`config.mk`:
```
export PLATFORM = sky130hd
export DESIGN_NAME = ram_arbiter_flat
export DESIGN_NICKNAME = d
export VERILOG_FILES = /design/src/rtl/ram_arbiter_if.sv /design/src/rtl/ram_arbiter.sv /design/src/flat_wrapper.sv
export SDC_FILE = /design/constraint.sdc
export NUM_CORES = 1
export LEC_CHECK = 0
export ABC_CLOCK_PERIOD_IN_PS = 7590
export BUFFER_PORTS_ARGS = -buffer_cell sky130_fd_sc_hd__buf_2
export CELL_PAD_IN_SITES_DETAIL_PLACEMENT = 1
export CELL_PAD_IN_SITES_GLOBAL_PLACEMENT = 1
export CORE_ASPECT_RATIO = 0.5
export CORE_MARGIN = 3
export CORE_UTILIZATION = 37
export CTS_CLUSTER_DIAMETER = 40
export CTS_CLUSTER_SIZE = 16
export DETAILED_ROUTE_END_ITERATION = 12
export PLACE_DENSITY_LB_ADDON = 0.25
export SLEW_MARGIN = 25
export SYNTH_ARGS = -nofsm -noshare
export SYNTH_HDL_FRONTEND = slang
export SYNTH_SLANG_ARGS = --single-unit
```
`constraint.sdc`:
```
create_clock -name clk -period 7.59 [get_ports clk]
set_input_delay 1.1385 -clock clk [delete_from_list [all_inputs] [get_ports clk]]
set_output_delay 1.1385 -clock clk [all_outputs]
set_load 0.03 [all_outputs]
```
`src/rtl/ram_arbiter_if.sv`:
```
// Bundles the requester-side and RAMControl-side signals of the RAM arbiter.
// slave = arbiter view, master = requesters plus RAMControl view.
interface ram_arbiter_if #(
  parameter int NUM_REQ = 3
);
  logic [NUM_REQ-1:0]    req;
  logic [NUM_REQ-1:0]    lock;
  logic [NUM_REQ-1:0]    we;
  logic [NUM_REQ*23-1:0] addr;
  logic [NUM_REQ*16-1:0] wdata;
  logic [NUM_REQ-1:0]    ack;
  logic [15:0]           rdata;
  logic [NUM_REQ-1:0]    grant;
  logic                  ram_instr;
  logic                  ram_latch;
  logic [22:0]           ram_addr;
  logic [15:0]           ram_wdata;
  logic [15:0]           ram_rdata;
  logic                  ram_ready;
  logic                  busy;
  logic                  timeout_err;

  modport slave (
    input  req, lock, we, addr, wdata, ram_rdata, ram_ready,
    output ack, rdata, grant, ram_instr, ram_latch, ram_addr, ram_wdata, busy, timeout_err
  );

  modport master (
    output req, lock, we, addr, wdata, ram_rdata, ram_ready,
    input  ack, rdata, grant, ram_instr, ram_latch, ram_addr, ram_wdata, busy, timeout_err
  );
endinterface

```
`src/rtl/ram_arbiter.sv`:
```
// Round-robin arbiter sharing one RAMControl port; req->ack min 5 cycles, held req is the only
// backpressure (requests wait in IDLE until ram_ready=1 and the pointer reaches them).
module ram_arbiter #(
  parameter int NUM_REQ = 3,
  parameter int TIMEOUT = 255,
  parameter int CNT_W   = 8
) (
  input  logic         clk,
  input  logic         rst_n,
  ram_arbiter_if.slave bus
);
  localparam int IDX_W = (NUM_REQ > 1) ? $clog2(NUM_REQ) : 1;
  localparam logic [CNT_W-1:0] CNT_LAST = CNT_W'(TIMEOUT - 1);

  typedef enum logic [2:0] {
    IDLE      = 3'd0,
    ISSUE     = 3'd1,
    WAIT_LOW  = 3'd2,
    WAIT_HIGH = 3'd3,
    DONE      = 3'd4
  } state_t;

  state_t             state, state_nxt;
  logic [IDX_W-1:0]   ptr, ptr_nxt;
  logic [IDX_W-1:0]   win, win_nxt;
  logic [NUM_REQ-1:0] grant, grant_nxt;
  logic [CNT_W-1:0]   cnt, cnt_nxt;
  logic               instr, instr_nxt;
  logic [22:0]        addr_q, addr_nxt;
  logic [15:0]        wdata_q, wdata_nxt;
  logic [15:0]        rdata_q, rdata_nxt;
  logic               err, err_nxt;

  logic               found;
  logic [IDX_W-1:0]   pick;
  logic [IDX_W-1:0]   cand;
  int                 cidx;
  logic [IDX_W-1:0]   sel;
  logic [22:0]        sel_addr;
  logic [15:0]        sel_wdata;
  logic               sel_we;

  // Scan starts just after the last winner, so the previous owner is checked last.
  always_comb begin
    found = 1'b0;
    pick  = ptr;
    cand  = '0;
    cidx  = 0;
    for (int k = 1; k <= NUM_REQ; k++) begin
      cidx = int'(ptr) + k;
      if (cidx >= NUM_REQ) begin
        cidx = cidx - NUM_REQ;
      end
      cand = IDX_W'(cidx);
      if (!found && bus.req[cand]) begin
        found = 1'b1;
        pick  = cand;
      end
    end
  end

  // Operand source: the arbitration pick while idle, otherwise the current owner (lock reload).
  assign sel = (state == IDLE) ? pick : win;

  always_comb begin
    sel_addr  = '0;
    sel_wdata = '0;
    sel_we    = 1'b0;
    for (int k = 0; k < NUM_REQ; k++) begin
      if (IDX_W'(k) == sel) begin
        sel_addr  = bus.addr[k*23 +: 23];
        sel_wdata = bus.wdata[k*16 +: 16];
        sel_we    = bus.we[k];
      end
    end
  end

  always_comb begin
    state_nxt = state;
    ptr_nxt   = ptr;
    win_nxt   = win;
    grant_nxt = grant;
    cnt_nxt   = cnt;
    instr_nxt = instr;
    addr_nxt  = addr_q;
    wdata_nxt = wdata_q;
    rdata_nxt = rdata_q;
    err_nxt   = err;
    case (state)
      IDLE: begin
        if (bus.ram_ready && found) begin
          win_nxt         = pick;
          ptr_nxt         = pick;
          grant_nxt       = '0;
          grant_nxt[pick] = 1'b1;
          instr_nxt       = sel_we;
          addr_nxt        = sel_addr;
          wdata_nxt       = sel_wdata;
          state_nxt       = ISSUE;
        end
      end
      ISSUE: begin
        cnt_nxt   = '0;
        state_nxt = WAIT_LOW;
      end
      WAIT_LOW: begin
        if (!bus.ram_ready) begin
          cnt_nxt   = '0;
          state_nxt = WAIT_HIGH;
        end else if (cnt == CNT_LAST) begin
          err_nxt   = 1'b1;
          state_nxt = DONE;
        end else begin
          cnt_nxt = cnt + 1'b1;
        end
      end
      WAIT_HIGH: begin
        if (bus.ram_ready) begin
          if (!instr) begin
            rdata_nxt = bus.ram_rdata;
          end
          state_nxt = DONE;
        end else if (cnt == CNT_LAST) begin
          err_nxt   = 1'b1;
          state_nxt = DONE;
        end else begin
          cnt_nxt = cnt + 1'b1;
        end
      end
      DONE: begin
        // A locked owner presents its follow-on access alongside the ack cycle.
        if (bus.lock[win] && bus.req[win]) begin
          instr_nxt = sel_we;
          addr_nxt  = sel_addr;
          wdata_nxt = sel_wdata;
          state_nxt = ISSUE;
        end else begin
          grant_nxt = '0;
          state_nxt = IDLE;
        end
      end
      default: begin
        grant_nxt = '0;
        state_nxt = IDLE;
      end
    endcase
  end

  always_ff @(posedge clk or negedge rst_n) begin
    if (!rst_n) begin
      state   <= IDLE;
      ptr     <= IDX_W'(NUM_REQ - 1);
      win     <= '0;
      grant   <= '0;
      cnt     <= '0;
      instr   <= 1'b0;
      addr_q  <= '0;
      wdata_q <= '0;
      rdata_q <= '0;
      err     <= 1'b0;
    end else begin
      state   <= state_nxt;
      ptr     <= ptr_nxt;
      win     <= win_nxt;
      grant   <= grant_nxt;
      cnt     <= cnt_nxt;
      instr   <= instr_nxt;
      addr_q  <= addr_nxt;
      wdata_q <= wdata_nxt;
      rdata_q <= rdata_nxt;
      err     <= err_nxt;
    end
  end

  assign bus.grant       = grant;
  assign bus.ack         = (state == DONE) ? grant : '0;
  assign bus.ram_latch   = (state == ISSUE);
  assign bus.busy        = (state != IDLE);
  assign bus.ram_instr   = instr;
  assign bus.ram_addr    = addr_q;
  assign bus.ram_wdata   = wdata_q;
  assign bus.rdata       = rdata_q;
  assign bus.timeout_err = err;
endmodule

```
`src/flat_wrapper.sv`:
```
// flat-port wrapper written by rule: the top's interface ports become plain ports
module ram_arbiter_flat 
#(
  parameter int NUM_REQ = 3,
  parameter int TIMEOUT = 255,
  parameter int CNT_W   = 8
)
  (clk, rst_n, bus_req, bus_lock, bus_we, bus_addr, bus_wdata, bus_ram_rdata, bus_ram_ready, bus_ack, bus_rdata, bus_grant, bus_ram_instr, bus_ram_latch, bus_ram_addr, bus_ram_wdata, bus_busy, bus_timeout_err);
  ram_arbiter_if #(.NUM_REQ(NUM_REQ)) bus_i ();
  input  logic clk;
  input  logic rst_n;
  input wire logic [$bits(bus_i.req)-1:0] bus_req;
  input wire logic [$bits(bus_i.lock)-1:0] bus_lock;
  input wire logic [$bits(bus_i.we)-1:0] bus_we;
  input wire logic [$bits(bus_i.addr)-1:0] bus_addr;
  input wire logic [$bits(bus_i.wdata)-1:0] bus_wdata;
  input wire logic [$bits(bus_i.ram_rdata)-1:0] bus_ram_rdata;
  input wire logic [$bits(bus_i.ram_ready)-1:0] bus_ram_ready;
  output wire logic [$bits(bus_i.ack)-1:0] bus_ack;
  output wire logic [$bits(bus_i.rdata)-1:0] bus_rdata;
  output wire logic [$bits(bus_i.grant)-1:0] bus_grant;
  output wire logic [$bits(bus_i.ram_instr)-1:0] bus_ram_instr;
  output wire logic [$bits(bus_i.ram_latch)-1:0] bus_ram_latch;
  output wire logic [$bits(bus_i.ram_addr)-1:0] bus_ram_addr;
  output wire logic [$bits(bus_i.ram_wdata)-1:0] bus_ram_wdata;
  output wire logic [$bits(bus_i.busy)-1:0] bus_busy;
  output wire logic [$bits(bus_i.timeout_err)-1:0] bus_timeout_err;
  assign bus_i.req = bus_req;
  assign bus_i.lock = bus_lock;
  assign bus_i.we = bus_we;
  assign bus_i.addr = bus_addr;
  assign bus_i.wdata = bus_wdata;
  assign bus_i.ram_rdata = bus_ram_rdata;
  assign bus_i.ram_ready = bus_ram_ready;
  assign bus_ack = bus_i.ack;
  assign bus_rdata = bus_i.rdata;
  assign bus_grant = bus_i.grant;
  assign bus_ram_instr = bus_i.ram_instr;
  assign bus_ram_latch = bus_i.ram_latch;
  assign bus_ram_addr = bus_i.ram_addr;
  assign bus_ram_wdata = bus_i.ram_wdata;
  assign bus_busy = bus_i.busy;
  assign bus_timeout_err = bus_i.timeout_err;
  ram_arbiter #(.NUM_REQ(NUM_REQ), .TIMEOUT(TIMEOUT), .CNT_W(CNT_W)) u_core (.clk(clk), .rst_n(rst_n), .bus(bus_i));
endmodule
```
# Word level (Yosys, flattened, before mapping)
# Index checks and enable logic that the tools add are counted.
classes:
  n_bitwise: 2
  eq_ne: 12
  n_reduce_logical: 20
  n_lt_le_gt_ge: 9
  muxes: 58
  addsub: 7
op_table:
  columns: ["op", "count"]
  rows:
  - ["23-bit two-way mux", 5]
  - ["16-bit two-way mux", 5]
  - ["23-bit case mux with 2 select lines", 1]
  - ["16-bit case mux with 2 select lines", 1]
  - ["8-bit two-way mux", 3]
  - ["8-bit case mux with 3 select lines", 1]
  - ["3-bit two-way mux", 7]
  - ["1-bit two-way mux", 18]
  - ["2-bit by 3-bit less-than comparator with 1-bit output (second input constant)", 5]
  - ["3-bit case mux with 5 select lines", 1]
  - ["2-bit two-way mux", 7]
  - ["3-bit AND reduction", 4]
  - ["1-bit binary-select mux with 2-bit select", 5]
  - ["3-bit by 2-bit >= comparator with 1-bit output (second input constant)", 3]
  - ["3-bit case mux with 3 select lines", 1]
  - ["8-bit by 1-bit adder with 8-bit output (second input constant)", 1]
  - ["8-bit equality test (second input constant)", 1]
  - ["2-bit inequality test (second input constant)", 4]
  - ["2-bit by 2-bit adder with 3-bit output (second input constant)", 2]
  - ["3-bit by 2-bit equality test with 1-bit output (second input constant)", 2]
  - ["3-bit nonzero test", 2]
  - ["2-bit by 1-bit subtractor with 2-bit output (second input constant)", 3]
  - ["1-bit logical AND", 5]
  - ["1-bit case mux with 2 select lines", 2]
  - ["other kinds (15)", 19]
totals:
  ff_bits: 75
  output_inout_bits: 65
  inputBits: 145

# Depth between registers and ports, before layout
# Gate-level depths: netlist (run 1).
logic_depth:
  ltp_word: 19
  mapped_depth: 12

# Least setup slack after synthesis (run 1)
# Ideal clock, no wire load.
synth_timing:
  kind: "input to register"
  from: "input port bus_ram_ready"
  to: "register u_core.addr_q[17] (netlist: u_core.bus.ram_addr[17])"
  setup_ns: 0.136
  setup_slack_ns: 4.779
  required_time_ns: 7.454
  arrival_ns: 2.676
  cell_stages: 9
  cell_sequence: "buf_2 -> or4b_4 -> a31oi_2 -> a21oi_1 -> and2_1 -> buf_4 -> buf_6 -> nor3_1 -> a211oi_1"
synth_between:
  elab_chain_cells: 3
synth_rtl:
  columns: ["element", "line_no", "rtl"]
  rows:
  - ["start, declared", "flat_wrapper.sv:18", "input wire logic [$bits(bus_i.ram_ready)-1:0] bus_ram_ready;"]
  - ["1-bit logical AND", "ram_arbiter.sv:91", "if (bus.ram_ready && found) begin"]
  - ["2-bit inequality test (no source line)", null, null]
  - ["3-bit AND reduction (no source line)", null, null]
  - ["end signal, assigned", "ram_arbiter.sv:168", "addr_q <= addr_nxt;"]
  - ["end, declared", "ram_arbiter.sv:29", "logic [22:0] addr_q, addr_nxt;"]
# No other way between the ends.
# A chain may end at the register's enable or synchronous reset.

# Worst setup path after layout (run 1)
layout_timing:
  from: "register u_core.win[0]"
  to: "register u_core.wdata_q[15] (netlist: u_core.bus.ram_wdata[15])"
layout_between:
  elab_chain_cells: 7
layout_rtl:
  columns: ["element", "line_no", "rtl"]
  rows:
  - ["start, declared", "ram_arbiter.sv:25", "logic [IDX_W-1:0] win, win_nxt;"]
  - ["start signal, assigned", "ram_arbiter.sv:164", "win <= win_nxt;"]
  - ["2-bit two-way mux", "ram_arbiter.sv:63", "assign sel = (state == IDLE) ? pick : win;"]
  - ["2-bit zero test", "ram_arbiter.sv:70", "if (IDX_W'(k) == sel) begin"]
  - ["16-bit two-way mux (3 in series)", "ram_arbiter.sv:70", null]
  - ["16-bit two-way mux, on equally long branches", "ram_arbiter.sv:132, ram_arbiter.sv:91", null]
  - ["16-bit case mux with 2 select lines", "ram_arbiter.sv:89", "case (state)"]
  - ["end signal, assigned", "ram_arbiter.sv:169", "wdata_q <= wdata_nxt;"]
  - ["end, declared", "ram_arbiter.sv:30", "logic [15:0] wdata_q, wdata_nxt;"]
# Parallel ways exist; a longest one is shown, timed or not. The select of a mux whose other input is x is not followed.

==> results of run 1 <==
==> routing by layer <==
| metal | vias to the layer above | wire length (um) | global-route usage (%) | share of wire [%] |
|---|---|---|---|---|
| met5 | - | 0 | 0 | 0 |
| met1 | 2243 | 6290 | 27.5 | 41 |
| met4 | 0 | 229 | 5.78 | 1.5 |
| met3 | 19 | 912 | 6.10 | 6.0 |
| li1 | 2164 | - | - | - |
| met2 | 139 | 7780 | 40.3 | 51 |
==> final cells by class <==
cell class | count | area (um2)
Fill cell | 1407 | 5470
Multi-Input combinational cell | 349 | 2370
Clock buffer | 9 | 225
Inverter | 11 | 41.3
Clock inverter | 7 | 101
Sequential cell | 74 | 1850
Timing Repair Buffer | 214 | 1090
Tap cell | 159 | 199
==> worst paths after layout <==
| kind | to | slack, ps | depth (start not counted) |
|---|---|---|---|
| worst max register to register | u_core.bus.ram_wdata[15] | 3780 | 8 |
| worst max-delay path | u_core.bus.ram_wdata[15] | 3780 | 8 |
| worst min register to register | u_core.bus.timeout_err | 460 | 1 |
| max in group asynchronous | u_core.bus.ram_addr[4] | 6290 | 1 |
| min in group asynchronous | u_core.cnt[5] | 820 | 1 |
| worst min-delay path | u_core.bus.timeout_err | 460 | 1 |
==> sequential cells by signal, indices dropped and copies added, names as in the netlist, 2 cells and up <==
register,count
u_core.cnt,8
u_core.bus.grant,3
u_core.bus.ram_addr,23
u_core.state,3
u_core.bus.rdata,16
u_core.win,2
u_core.bus.ram_wdata,16
==> kinds of logic after synthesis <==
| kind of cell | count (synthesis) | share of synthesized area, % |
|---|---|---|
| muxes | 48 | 12.1 |
| adders and majority gates | 5 | 1.41 |
| buffers and inverters | 52 | 5.57 |
| DFF | 74 | 41.6 |
| xor gates and xnor gates | 1 | 0.197 |
| AOI/OAI and AO/OA | 112 | 17.7 |
| and+or+nand+nor | 183 | 21.4 |
==> stage by stage <==
step / cells / util (%) / area, um2 / setup slack [ps] / total power, W
after floorplan: 475 / - / 4450 / 4780 / 0.00179
after global placement: 807 / 48.8 / 5540 / 3860 / 0.00216
after detailed placement: 807 / 48.8 / 5540 / 3690 / 0.00222
after CTS: 823 / 51.7 / 5870 / 3760 / 0.00270
after global routing: 823 / 51.8 / 5880 / 3550 / 0.00287
final: 823 / 51.8 / 5880 / 3780 / 0.00268
==> power breakdown <==
group / switching (W) / internal (W)
clock network: 0.000181 / 0.000291
logic: 0.00101 / 0.000492
registers: 0.000126 / 0.000576
total: 0.00132 / 0.00136
==> placed cells by master (no fill, tap or decap), drive strengths merged, types with 3 or more instances in the layout <==
cell type,Yosys,final
a21boi,3,3
nor3,15,15
nand3,39,39
buf,24,214
mux2,47,47
dfrtp,73,73
a31oi,32,32
o21ai,20,20
a21oi,10,10
a211oi,28,28
nand2b,5,5
inv,11,13
a22o,4,4
nor2,41,41
nand2,22,22
and3,17,17
nand4,33,33
ha,5,5
clkbuf,17,9
==> worst max-delay path, cell delays in order (launching register included) <==
cell	delay, ps
dfrtp_1	530
inv_1	220
ha_1	510
inv_1	160
or3_1	410
a21oi_1	760
and2_1	690
nor3_1	110
a211oi_1	300
==> impl_metrics.env, run 1 <==
export IMPL_outcome="finished clean"
export IMPL_syn_avg_cell_area_um2=9.37
export IMPL_yosysWarnings=0
export IMPL_final_antenna_net_count=0
export IMPL_slew_viol_final=0
export IMPL_crit_start="u_core.win[0]"
export IMPL_cts_buffers=9
export IMPL_synth_main_ff_cell="dfrtp_1"
export IMPL_cts_resized=0
export IMPL_cap_violations=0
export IMPL_hp_class="flop to flop"
export IMPL_finClkSkew_ps=3.68
export IMPL_first_global_vias=4888
export IMPL_htree_levels=3
export IMPL_p_leak_nw=2.74
export IMPL_synth_cell_type_count=56
export IMPL_antenna_cells=0
export IMPL_path_class="flop to flop"
export IMPL_worstReg2RegStart="u_core.win[0]"
export IMPL_grt_first_pass_wirelength_um=24900
export IMPL_cp_required_ps=7820
export IMPL_critPathArrivalTime_ps=4040
export IMPL_grt_usage_pct=22.7
export IMPL_hold_viol=0
export IMPL_dieArea_um2=13500
export IMPL_die_h_um=83.6
export IMPL_end_kind="flop"
export IMPL_drc=0
export IMPL_whs_ps=458
export IMPL_cp_max_fo=18
export IMPL_power_density_nw_per_um2=455
export IMPL_cp_start_kind="flop"
export IMPL_cts_setup_buffers=0
export IMPL_fmax_mhz=263
export IMPL_ir_drop_mv=0.189
export IMPL_grt_max_degree=75
export IMPL_yosysMostFrequentCell="dfrtp_1"
export IMPL_synth_nets=625
export IMPL_vias=4565
export IMPL_totalWireLength_um=15200
export IMPL_clockBufferDepth=2
export IMPL_io_pins=210
export IMPL_post_route_period_util_pct=50.2
export IMPL_rows=27
export IMPL_dp_hpwl_um=10800
export IMPL_antenna_found_initial=0
export IMPL_syn_area_um2=4450
export IMPL_gp_congestion=0.845
export IMPL_ys_seq_elements=74
export IMPL_synth_edf_count=0
export IMPL_period_needed_ps=3810
export IMPL_synth_async_reset_ratio_pct=100
export IMPL_die_w_um=161
export IMPL_vias_per_cell=5.55
export IMPL_synthDominantCellAreaShare_pct=41.0
export IMPL_tns_ps=0
export IMPL_detail_route_iter0_violations=211
export IMPL_synth_seq_area_share_pct=41.6
export IMPL_hp_start="u_core.bus.timeout_err"
export IMPL_synth_area_top_cells="dfrtp_1 41%, mux2_1 6.8%, mux2_2 5.1%"
export IMPL_synth_largest_area_cell="dfrtp_1"
export IMPL_synth_common_cells="73 x dfrtp_1, 41 x nor2_1, 38 x nand3_1, 33 x nand4_1, 31 x a31oi_1"
export IMPL_root_buffer="clkbuf_16"
export IMPL_cts_reportedPaths_clkPinSlew_ps=60
export IMPL_worstMarginPinSlew_ps=972
export IMPL_initial_utilization_pct=39.2
export IMPL_rsz0062_at_grt="false"
export IMPL_clkSinkCount=74
export IMPL_cts_tree="yes"
export IMPL_coreArea_um2=11400
export IMPL_nNetsFinal=809
export IMPL_drive_above_1_share_pct=40.7
export IMPL_gr_total_overflow=0
export IMPL_hold_buffers=0
export IMPL_first_pass_iters=4
export IMPL_max_slew_margin_rel_pct=35.2
export IMPL_syn_instance_count=475
export IMPL_avgRoutedWirePerCell_um=18.5
export IMPL_syn_to_final_growth_pct=32.2
export IMPL_port_buffers=209
export IMPL_setup_viol=0
export IMPL_clk_latency_ps=340
Power figures use the tool's default switching activity.
==> run 2: changes to the inputs <==
Settings changed: ABC_AREA from default to 1, ABC_CLOCK_PERIOD_IN_PS 7590 to 3500, CORE_UTILIZATION 37 to 30.
Clock period 7.59 ns to 3.5 ns, I/O delays scaled along.
==> run 2 against run 1 <==
Flip-flop and latch count stayed put. Clock-buffer cell count is 1 higher. Synthesized cell count increased by 34%. Critical path depth increased by 7. Largest cell class unchanged. Sequential share of layout area decreased by 1.1 points. Combinational power rose to 2.9 times the previous value. Via count is 10% higher.
==> impl_metrics.env, run 2 <==
export IMPL_placedCellCount=1011
export IMPL_path_delay_family="simple AND/OR/NAND/NOR gates"
export IMPL_drc=0
export IMPL_p_leak_nw=3.21
export IMPL_regArea_um2=1850
export IMPL_wl_met1_um=6810
export IMPL_ir_drop_mv=0.585
export IMPL_cts_setup_buffers=0
export IMPL_period_needed_ps=2990
export IMPL_critical_path_max_stage_delay_ps=600
export IMPL_rows=31
export IMPL_vias=5036
export IMPL_antenna_found_initial=0
export IMPL_synth_async_reset_ratio_pct=100
export IMPL_crit_start="u_core.win[0]"
export IMPL_ys_seq_elements=74
export IMPL_cp_required_ps=3760
export IMPL_maxUsedRoutingLayer="met4"
export IMPL_final_antenna_net_count=0
export IMPL_max_slew_margin_rel_pct=49.4
export IMPL_synth_edf_count=0
export IMPL_io_pins=210
export IMPL_grt_max_degree=76
export IMPL_gp_congestion=0.809
export IMPL_multiInputGateArea_um2=2330
export IMPL_syn_instance_count=636
export IMPL_wl_met3_um=704
export IMPL_cts_reportedPaths_clkPinSlew_ps=60
export IMPL_yosysMostFrequentCell="nand2_1"
export IMPL_power_density_nw_per_um2=1110
export IMPL_root_buffer="clkbuf_16"
export IMPL_dieArea_um2=17200
export IMPL_synthDominantCellAreaShare_pct=39.1
export IMPL_synth_largest_area_cell="dfrtp_1"
export IMPL_mostFrequentLayoutCell="buf_2"
export IMPL_cp_max_fo=75
export IMPL_rsz0062_at_grt="false"
export IMPL_detail_route_iter0_violations=194
export IMPL_clk_latency_ps=330
export IMPL_end_kind="flop"
export IMPL_n_fill_cell=1930
export IMPL_first_global_vias=5282
export IMPL_endpoint="u_core.bus.ram_addr[19]"
export IMPL_drive_above_1_share_pct=31.7
export IMPL_post_route_period_util_pct=85.4
export IMPL_hold_viol=0
export IMPL_path_cells="inv_2 -> ha_1 -> inv_4 -> nand2_1 -> nand3_1 -> nand2_2 -> nand2_1 -> nand2_1 -> nand3_1 -> nand3_2 -> buf_4 -> nand4_1 -> nand2_1 -> nor2_1 -> nor2_1"
export IMPL_cp_num_cells=15
export IMPL_cts_resized=0
export IMPL_hold_buffers=0
export IMPL_antenna_cells=0
export IMPL_initial_utilization_pct=31.4
export IMPL_avgRoutedWirePerCell_um=15.6
export IMPL_synth_nets=786
export IMPL_htree_levels=3
export IMPL_nNetsFinal=974
export IMPL_syn_avg_cell_area_um2=7.34
export IMPL_largest_register_ff_count=23
export IMPL_synth_cell_type_count=34
export IMPL_die_w_um=182
export IMPL_tns_ps=0
export IMPL_cp_start_kind="flop"
export IMPL_r2r_end="u_core.bus.ram_addr[19]"
export IMPL_path_class="flop to flop"
export IMPL_layout_common_cells="208 x buf_2, 155 x nand2_1, 93 x nor2_1, 73 x dfrtp_1, 71 x nand4_1"
export IMPL_crit_slowest_cell="buf_4"
export IMPL_hp_class="input pin to asynchronous set/reset pin"
export IMPL_worstMarginPinSlew_ps=758
export IMPL_synth_common_cells="155 x nand2_1, 93 x nor2_1, 73 x dfrtp_1, 71 x nand4_1, 63 x nand3_1"
export IMPL_worstReg2RegStart="u_core.win[0]"
export IMPL_clockBufferDepth=2
export IMPL_cts_tree="yes"
export IMPL_coreArea_um2=14900
export IMPL_synth_area_top_cells="dfrtp_1 39%, nand2_1 12%, nand4_1 9.5%"
export IMPL_dp_hpwl_um=12000
export IMPL_finClkSkew_ps=8.70
export IMPL_port_buffers=209
export IMPL_gr_total_overflow=0
export IMPL_synth_seq_area_share_pct=39.7
export IMPL_cts_buffers=9
export IMPL_synth_main_ff_cell="dfrtp_1"
export IMPL_outcome="finished clean"
export IMPL_vias_per_cell=4.90
export IMPL_fmax_mhz=335
export IMPL_path_buf_inv=3
export IMPL_cap_violations=0
export IMPL_r2r_setup_slack_ps=510
export IMPL_rr_worst_depth=15
export IMPL_grt_usage_pct=18.5
export IMPL_slew_viol_final=0
export IMPL_setup_viol=0
export IMPL_die_h_um=94.2
export IMPL_yosysWarnings=0
export IMPL_crit_top_cell="nand2_1"
export IMPL_dr_wl_met2_um=8230
export IMPL_clkSinkCount=74
export IMPL_syn_area_um2=4670
export IMPL_first_pass_iters=4
export IMPL_critPathArrivalTime_ps=3250
export IMPL_grt_first_pass_wirelength_um=25900
export IMPL_syn_to_final_growth_pct=30.7
export IMPL_fin_cells=1027
export IMPL_totalWireLength_um=16100
-- run 2: where the power goes --
group          switching (W)  leakage (nW)  total (W)  internal, W
combinational        0.00300          2.16    0.00431      0.00130
clock               0.000382         0.153   0.000961     0.000579
sequential          0.000234         0.896    0.00149      0.00125
total                0.00362          3.21    0.00675      0.00314
-- run 2: how the worst min path moves through the flow --
| stage | startpoint | endpoint | cells past startpoint |
|---|---|---|---|
| 2_1_floorplan | rst_n | u_core.bus.grant[0] | 0 |
| 3_3_place_gp | u_core.bus.timeout_err | u_core.bus.timeout_err | 2 |
| 3_5_place_dp | u_core.bus.timeout_err | u_core.bus.timeout_err | 2 |
| 4_1_cts | rst_n | u_core.bus.rdata[12] | 1 |
| 5_1_grt | rst_n | u_core.bus.rdata[12] | 1 |
| 6_report | rst_n | u_core.bus.rdata[12] | 1 |
-- run 2: cells by family after synthesis --
logic type	share of synthesized area [%]
buffers and inverters	10.3
flip-flops	39.7
adder cells (fa/ha/maj)	1.34
AO/OA/AOI/OAI	4.66
AND/OR/NAND/NOR	39.5
multiplexers	3.86
XOR/XNOR	0.563
-- run 2: cell type report --
cell class,count,area share (%)
well taps,198,4.06
clock inverters,6,1.21
repair buffers,219,18.9
clock buffers,10,3.92
multi-input cells,466,38.2
inverters,54,3.36
flip-flops and latches,74,30.4
-- run 2: through the flow --
step	worst slack (ps)	total power [W]	hold WS (ps)	util [%]	cell area [um2]
detailed placement	558	0.00586	465	39.0	5790
finish	512	0.00675	210	41.1	6100
CTS	538	0.00684	387	41.1	6100
floorplan	1290	0.00479	229	-	4670
global placement	677	0.00575	445	39.0	5790
global route	209	0.00738	274	41.1	6100
-- run 2: layer usage --
metal  vias up  global-route usage [%]
met1      2399                    21.7
met3        25                    4.37
li1       2500                       -
met5         -                       0
met2       112                    33.8
met4         0                    5.38
